==> config.mk <==
export PLATFORM = sky130hd
export DESIGN_NAME = seg_scan_driver
export DESIGN_NICKNAME = d
export VERILOG_FILES = /design/src/rtl/seg_pkg.sv /design/src/rtl/seg_scan_driver_hex2seg.sv /design/src/rtl/seg_scan_driver.sv
export SDC_FILE = /design/constraint.sdc
export NUM_CORES = 1
export LEC_CHECK = 0
export ABC_AREA = 0
export BUFFER_PORTS_ARGS = -buffer_cell sky130_fd_sc_hd__buf_4
export CELL_PAD_IN_SITES_DETAIL_PLACEMENT = 0
export CELL_PAD_IN_SITES_GLOBAL_PLACEMENT = 1
export CORE_UTILIZATION = 45
export CTS_BUF_LIST = sky130_fd_sc_hd__clkbuf_2
export DETAILED_ROUTE_END_ITERATION = 6
export HOLD_SLACK_MARGIN = 0.1
export PLACE_DENSITY = 0.88
export SETUP_SLACK_MARGIN = 0.02
export SLEW_MARGIN = 30
export SYNTH_ARGS = -nofsm -noshare
export SYNTH_HDL_FRONTEND = slang
export SYNTH_SLANG_ARGS = --single-unit
==> constraint.sdc <==
create_clock -name clk -period 2.5 [get_ports clk]
set_input_delay 0.125 -clock clk [delete_from_list [all_inputs] [get_ports clk]]
set_output_delay 0.125 -clock clk [all_outputs]
set_load 0.05 [all_outputs]
==> src/rtl/seg_pkg.sv <==
// Shared constants for the seven-segment scan driver: segment width,
// hex decode table, blank pattern and the segment polarity helper.
package seg_pkg;

   localparam int SEG_W = 7;

   // Segment order {g,f,e,d,c,b,a}, bit0 = a, active-high (lit = 1)
   localparam logic [SEG_W-1:0] HEX_SEG_TABLE [16] = '{
      7'h3F, 7'h06, 7'h5B, 7'h4F, 7'h66, 7'h6D, 7'h7D, 7'h07,
      7'h7F, 7'h6F, 7'h77, 7'h7C, 7'h39, 7'h5E, 7'h79, 7'h71
   };

   localparam logic [SEG_W-1:0] SEG_BLANK = 7'h00;

   // Convert an active-high segment pattern to the board's pin polarity
   function automatic logic [SEG_W-1:0] seg_apply_pol(input logic [SEG_W-1:0] seg,
                                                      input logic             active_high);
      return active_high ? seg : ~seg;
   endfunction

endpackage

==> src/rtl/seg_scan_driver_hex2seg.sv <==
// Combinational hex nibble to seven-segment decode (active-high pattern).
module hex2seg
   import seg_pkg::*;
(
   input  logic [3:0]       i_nib,
   output logic [SEG_W-1:0] o_seg
);

   // Table lookup; polarity is applied by the caller
   assign o_seg = HEX_SEG_TABLE[i_nib];

endmodule

==> src/rtl/seg_scan_driver.sv <==
// Time-multiplexed hex seven-segment driver. A pending register takes
// load data at any time; it is promoted to the active register only at the
// frame boundary so a frame is never drawn from mixed data.
module seg_scan_driver
   import seg_pkg::*;
#(
   parameter int DIGITS          = 8,
   parameter int CLK_DIV         = 50000,
   parameter int SEG_ACTIVE_HIGH = 1,
   parameter int AN_ACTIVE_HIGH  = 0
) (
   input  logic                  clk,
   input  logic                  rst_n,
   input  logic [4*DIGITS-1:0]   data_in,
   input  logic [DIGITS-1:0]     dp_in,
   input  logic [DIGITS-1:0]     digit_en,
   input  logic                  lz_blank,
   input  logic                  load,
   output logic [SEG_W-1:0]      seg_out,
   output logic                  dp_out,
   output logic [DIGITS-1:0]     an_out,
   output logic                  frame_done
);

   localparam int IDX_W = (DIGITS > 1) ? $clog2(DIGITS) : 1;
   localparam int CNT_W = $clog2(CLK_DIV);

   localparam logic                  SEG_HI     = (SEG_ACTIVE_HIGH != 0);
   localparam logic [SEG_W-1:0]      SEG_IDLE   = seg_apply_pol(SEG_BLANK, SEG_HI);
   localparam logic                  DP_IDLE    = ~SEG_HI;
   localparam logic [DIGITS-1:0]     AN_IDLE    = (AN_ACTIVE_HIGH != 0) ? '0 : '1;

   logic [CNT_W-1:0]    r_div_cnt;
   logic [IDX_W-1:0]    r_idx;
   logic                r_frame_done;

   logic [4*DIGITS-1:0] r_pend_data;
   logic [DIGITS-1:0]   r_pend_dp;
   logic [DIGITS-1:0]   r_pend_en;
   logic                r_pend_valid;

   logic [4*DIGITS-1:0] r_act_data;
   logic [DIGITS-1:0]   r_act_dp;
   logic [DIGITS-1:0]   r_act_en;

   logic [SEG_W-1:0]    r_seg;
   logic                r_dp;
   logic [DIGITS-1:0]   r_an;

   logic                w_tc;
   logic                w_pre_tc;
   logic                w_last_idx;
   logic                w_frame_end;
   logic [DIGITS-1:0]   w_lz_mask;
   logic [3:0]          w_nib;
   logic [SEG_W-1:0]    w_seg_raw;
   logic                w_blank;
   logic                w_dp_on;
   logic [DIGITS-1:0]   w_onehot;

   assign w_tc        = (r_div_cnt == CNT_W'(CLK_DIV - 1));
   assign w_pre_tc    = (r_div_cnt == CNT_W'(CLK_DIV - 2));
   assign w_last_idx  = (r_idx == IDX_W'(DIGITS - 1));
   assign w_frame_end = w_tc && w_last_idx;

   // Divider and digit index; index advances on each divider wrap
   always_ff @(posedge clk or negedge rst_n) begin
      if (!rst_n) begin
         r_div_cnt <= '0;
         r_idx     <= '0;
      end else if (w_tc) begin
         r_div_cnt <= '0;
         r_idx     <= w_last_idx ? '0 : r_idx + 1'b1;
      end else begin
         r_div_cnt <= r_div_cnt + 1'b1;
      end
   end

   // Registered frame_done is set one cycle early so it is high exactly in the wrap cycle
   always_ff @(posedge clk or negedge rst_n) begin
      if (!rst_n) begin
         r_frame_done <= 1'b0;
      end else begin
         r_frame_done <= w_pre_tc && w_last_idx;
      end
   end

   // Pending capture and frame-boundary commit; commit uses pre-load pending contents
   always_ff @(posedge clk or negedge rst_n) begin
      if (!rst_n) begin
         r_pend_data  <= '0;
         r_pend_dp    <= '0;
         r_pend_en    <= '0;
         r_pend_valid <= 1'b0;
         r_act_data   <= '0;
         r_act_dp     <= '0;
         r_act_en     <= '0;
      end else begin
         if (w_frame_end && r_pend_valid) begin
            r_act_data   <= r_pend_data;
            r_act_dp     <= r_pend_dp;
            r_act_en     <= r_pend_en;
            r_pend_valid <= 1'b0;
         end
         if (load) begin
            r_pend_data  <= data_in;
            r_pend_dp    <= dp_in;
            r_pend_en    <= digit_en;
            r_pend_valid <= 1'b1;
         end
      end
   end

   // Leading-zero mask: walk from the top digit down, disabled digits do not break the zero run
   always_comb begin
      logic v_zero_run;
      w_lz_mask  = '0;
      v_zero_run = 1'b1;
      for (int i = DIGITS - 1; i >= 0; i--) begin
         v_zero_run   = v_zero_run && (!r_act_en[i] || (r_act_data[4*i +: 4] == 4'h0));
         w_lz_mask[i] = lz_blank && (i != 0) && v_zero_run;
      end
   end

   assign w_nib    = r_act_data[{r_idx, 2'b00} +: 4];
   assign w_blank  = !r_act_en[r_idx] || w_lz_mask[r_idx];
   assign w_dp_on  = !w_blank && r_act_dp[r_idx];
   assign w_onehot = DIGITS'(1) << r_idx;

   hex2seg u_hex2seg (
      .i_nib (w_nib),
      .o_seg (w_seg_raw)
   );

   // Output register: segments, dp and anode all update on the same edge
   always_ff @(posedge clk or negedge rst_n) begin
      if (!rst_n) begin
         r_seg <= SEG_IDLE;
         r_dp  <= DP_IDLE;
         r_an  <= AN_IDLE;
      end else begin
         r_seg <= seg_apply_pol(w_blank ? SEG_BLANK : w_seg_raw, SEG_HI);
         r_dp  <= SEG_HI ? w_dp_on : ~w_dp_on;
         r_an  <= (AN_ACTIVE_HIGH != 0) ? w_onehot : ~w_onehot;
      end
   end

   assign seg_out    = r_seg;
   assign dp_out     = r_dp;
   assign an_out     = r_an;
   assign frame_done = r_frame_done;

endmodule

-- Word-level counts from Yosys, hierarchy flattened
Memory sizes are Yosys's and may differ from the RTL's.
Index checks and enable logic that the tools add are counted.
- register bits after elaboration: 133
- ROM bits: 112
- bits of input ports: 52
- output and inout port bits: 17
- word-level logic and storage cells: 80
- memories kept: 1
- add/sub/neg operators: 2
- magnitude comparators: 2
- equal/unequal tests: 3
- shift operators: 2
- mux-type cells: 13
- bitwise logic cells: 2
- reduce and logical (&&, ||, !) cells: 42
- memory list (name ; depth ; bits a word ; rd ports ; clocked after memory_dff ; wr ports ; line ; source):
    (no name shown) ; 16 ; 7 ; 1 ; 0 ; 0 ; seg_scan_driver_hex2seg.sv:10 ; assign o_seg = HEX_SEG_TABLE[i_nib];
- operators by type and width (kind ; number):
    == test 16 bit (second input constant) ; 2
    variable part select 32 x 6 -> 4 bit ; 1
    zero test 4 bit ; 7
    2-to-1 mux 7 bit ; 3
    logical AND 1 bit ; 17
    adder 16 x 1 -> 16 bit (second input constant) ; 1
    2-to-1 mux 16 bit ; 1
    binary-select mux 1 bit (select 3 bit) ; 3
    zero test 1 bit ; 9
    logical OR 1 bit ; 8
    NOT 8 bit ; 1
    left shift 1 x 3 -> 8 bit (first input constant) ; 1
    greater-or-equal comparator 5 bit (second input constant) ; 1
    2-to-1 mux 1 bit ; 5
    NOT 4 -> 5 bit ; 1
    < comparator 3 x 4 -> 1 bit (second input constant) ; 1
    adder 3 x 1 -> 3 bit (second input constant) ; 1
    == test 3 bit (second input constant) ; 1
    2-to-1 mux 3 bit ; 1
    nonzero test 2 bit ; 1

-- Logic depth before layout (Yosys ltp)
- word-level depth: 14
- mapped depth: 9
- mapped depth without buffers: 8

-- Hierarchy
From an unflattened synthesis, not the netlist that was laid out.
- cell total of the unflattened synthesis: 425
- area, all modules: 5905.7 µm²
- by module, submodules not included (module ; times used ; cells an instance ; area each (µm²) ; sequential area each (µm²)):
    seg_scan_driver ; 1 ; 392 ; 5615.4 ; 3338.2
    hex2seg ; 1 ; 33 ; 290.3 ; 0.0

-- Worst setup path before layout
No wires, ideal clock.
- path type: register to register
- from: register r_idx[0]
- to: register r_seg[6], in the netlist seg_out[6]
- library setup time: 78 ps
- arrival time: 2248 ps
- required time: 2422 ps
- slack: 173 ps
- cell stages (with the launch flop): 10
- path buffers: 2
- period minus slack after synthesis: 2327 ps
- cell sequence: dfrtp_1 -> buf_2 -> buf_2 -> mux4_2 -> mux2i_1 -> inv_1 -> ha_1 -> mux2i_1 -> o22ai_1 -> a21oi_1
- cells in the longest elaborated chain, start to end: 6
- elaborated cells between the ends (all ways): 12
- those cells by class: shift (1); mux (7); bitwise (1); reduce/logical (2); memory (1)
- ends and longest elaborated chain (element ; line ; source):
    start, declared ; seg_scan_driver.sv:34 ; logic [IDX_W-1:0] r_idx;
    start signal, assigned ; seg_scan_driver.sv:73 ; r_idx <= w_last_idx ? '0 : r_idx + 1'b1;
    variable part select 32 x 6 -> 4 bit ; seg_scan_driver.sv:125 ; assign w_nib = r_act_data[{r_idx, 2'b00} +: 4];
    NOT 4 -> 5 bit (implied by the code) ; seg_scan_driver_hex2seg.sv:10 ;
    memory (16 x 7 bit) ; n/a ;
    2-to-1 mux 7 bit (implied by the code) (2 in series) ; seg_scan_driver_hex2seg.sv:10 ;
    2-to-1 mux 7 bit (*) ; seg_scan_driver.sv:142 ; r_seg <= seg_apply_pol(w_blank ? SEG_BLANK : w_seg_raw, SEG_HI);
    end signal, assigned ; seg_scan_driver.sv:142 ;
    end, declared ; seg_scan_driver.sv:46 ; logic [SEG_W-1:0] r_seg;
Every way passes the cells marked *; elsewhere a longest branch is shown, timed or not. The select of a mux whose other input is x is not followed.
A chain may end at the register's enable or synchronous reset.

-- Final worst setup path
- from: register r_idx[0]
- to: register r_seg[3], in the netlist seg_out[3]
Same word-level chain as after synthesis.

==> results.cfg <==
[outcome]
outcome = finished, final reports clean

[logic_synthesis]
post-synth-top-area-fraction = 0.5341
yosys-top-cells-count = dfrtp_1, mux2_2, mux2_4
synth_most_common_cell = dfrtp_1
synth.avg_cell_area_um2 = 14.72
synth_top_area_cell = dfrtp_1
async_flop_share = 1.000
yosysWarnings = 0
ys.flop_type = dfrtp_1
postSynthCellCount = 398
yosys-top-cells-area = dfrtp_1, mux2_2, mux2_4, mux4_2, dfstp_2
synth_area_mm2 = 0.005857
ys_seq_area_frac = 0.5700
synth.ff_latch_count = 133
synthDistinctLibCells = 46
synth_fp_nets = 463
synth_edf_count = 0

[critical_path]
reg2reg_to = seg_out[3]
cp.depth = 8
crit_top_cell = mux2i_1
path_class = reg2reg
worstPathRequired_ns = 3.10
reg2reg_depth = 8
cp.arrival_ns = 2.93
crit_fanout = 17
startpoint_type = flip-flop
cp_cell_sequence = buf_12 > mux4_2 > mux2i_1 > inv_1 > ha_1 > mux2i_1 > mux2i_1 > a21oi_1
rr_startpoint = r_idx[0]
endpoint_kind = flip-flop
crit_family = multiplexers
slowest_delay_ns = 0.52
path_buf_inv = 2
cp_slowest_cell = mux4_2
rrSetupSlack_ns = 0.17

[detailed_routing]
wl_met2_um = 6316
drc = 0
vias = 3901
wl_per_cell_um = 16.11
dr.pass1.iters = 4
routed_wl_um = 12370
wirelength_met1_um = 5388
dr_wl_met3_um = 440
ant_nets = 0
top_layer = met4
viasPerCell = 5.079
initialDrtViolationCount = 162

[clocking]
cts_tree = done
clock-sinks = 133
worst_skew_pair.late_latency_ns = 0.68
path_clk_slew_ns = 0.17
cts_buffers = 17
cts.htree.levels = 4
post_cts_buffers = 0
clk_path_buf_depth = 2
root_buffer = clkbuf_2

[floorplan]
initial_core_util = 0.4622
num_io_pins = 69
rows = 41
coreArea_mm2 = 0.01267
dieHeight_um = 116.1
dieArea_mm2 = 0.01348
die_x_um = 116.1

[worst_hold_path]
hold_class = in2async

[placed_design]
gp_congestion = 0.8816
io_buffers = 68
dp_hpwl_um = 7903
dp_cells = 633

[sta]
maxSlewViolCount = 0
maxSlewHeadroom = 0.5625
rsz0062_at_grt = false
min_period_ns = 2.332
tns_ns = 0
fin_crit_sh = 0.9328
fmax_ghz = 0.4288
setup_viol = 0
skew_ns = 0.02008
tightestPinTransition_ns = 0.6563
finalHoldViolations = 0

[cells_and_area]
syn_to_final_growth_pct = 34.16
layout.cells.non_filler = 768
nets = 647
drive_gt1_frac = 0.3966

[power]
p_leak_nw = 3.721
p_per_area_mw_per_mm2 = 490.8
ir_worst_vdd_v = 0.0002797

[global_routing]
grt_max_degree = 62
gr-total-overflow = 0
grt_usage = 0.2080
grt_pass1_wl_um = 20940
grt_pass1_vias = 4240
antenna_found_initial = 1

[flow_run]
maxCapViolations = 0
[sequential cells by signal (all words and copies together), names as in the netlist, 8 cells and up]
name / cells
r_pend_data: 32
r_div_cnt: 16
an_out: 8
r_act_data: 32
r_pend_dp: 8
r_act_en: 8
r_pend_en: 8
r_act_dp: 8
[cell families after synthesis]
logic type	after synthesis	synth area share
simple gates	58	0.05790
flops	133	0.5700
mux	121	0.2670
compound gates	34	0.03845
xor+xnor	11	0.01645
buf+inv	28	0.02243
fa+ha+maj	13	0.02777
[worst max-delay path by stage]
stage	startpoint	to	slack (ns)
after floorplan	r_idx[0]	seg_out[6]	0.17
after global placement	r_div_cnt[11]	r_act_data[7]	0.31
after detailed placement	r_idx[0]	seg_out[4]	0.21
after CTS	r_idx[0]	seg_out[4]	0.16
after global routing	r_idx[0]	seg_out[5]	0.02
final	r_idx[0]	seg_out[3]	0.17
[cell type report]
cell class	count	area [µm²]
inverter	10	37.54
antenna	1	2.502
clock buffer	19	95.09
tap	172	215.2
fill	970	4813
sequential	133	3338
timing repair buffer	183	1664
multi-input combinational	237	2390
clock inverter	13	115.1
[power by group]
part           leakage [nW]  internal (mW)  switching, mW
Sequential             1.70           2.23         0.0486
Clock                 0.133          0.443          0.731
Combinational          1.89          0.278          0.126
Total                  3.72           2.95          0.905
[stage by stage]
step | area, µm² | util | hold WS [ns] | setup slack, ns | power (mW)
after CTS | 7853 | 0.6197 | 0.4110 | 0.1574 | 3.898
after detailed placement | 6611 | 0.5218 | 0.1655 | 0.2067 | 2.536
after global routing | 7858 | 0.6201 | 0.4465 | 0.01606 | 4.051
after global placement | 6611 | 0.5218 | 0.1489 | 0.3060 | 2.521
after floorplan | 5857 | - | -0.1706 | 0.1734 | 2.391
final | 7858 | 0.6201 | 0.5258 | 0.1681 | 3.856
[layer usage]
layer,up-vias,track usage
met4,0,0.08803
met2,88,0.3381
met1,1975,0.2632
met3,16,0.05649
met5,-,0
li1,1822,-
[worst min-delay path, stage by stage]
cell and delay, ns:
dlygate4sd3_1 0.52, dlygate4sd3_1 0.54, buf_4 0.19
[placed cells by master (no fill, tap or decap), types with 4 or more instances in the layout]
cell type	synthesis	routed
xnor2_1	7	7
clkbuf_2	0	19
dlygate4sd3_1	0	101
clkinv_1	0	4
mux2_4	20	20
o22ai_1	5	5
xor2_1	4	4
buf_4	1	79
mux2_2	79	79
nand3_1	7	7
dfrtp_1	125	125
a21oi_1	9	9
nand4_1	6	6
mux4_2	12	12
o21ai_0	6	6
nor2_1	7	7
ha_1	13	12
dfstp_2	8	8
nand2_1	16	16
mux2i_1	9	9
clkinv_2	0	5
or4_1	4	4
inv_1	10	10
[repair_timing]
item,4_1_cts,5_1_grt
hold buffers,102,0
hold endpoints to repair,184,0
resized for setup,0,1
endpoints found under the setup margin,0,1
Power figures use the tool's default switching activity.
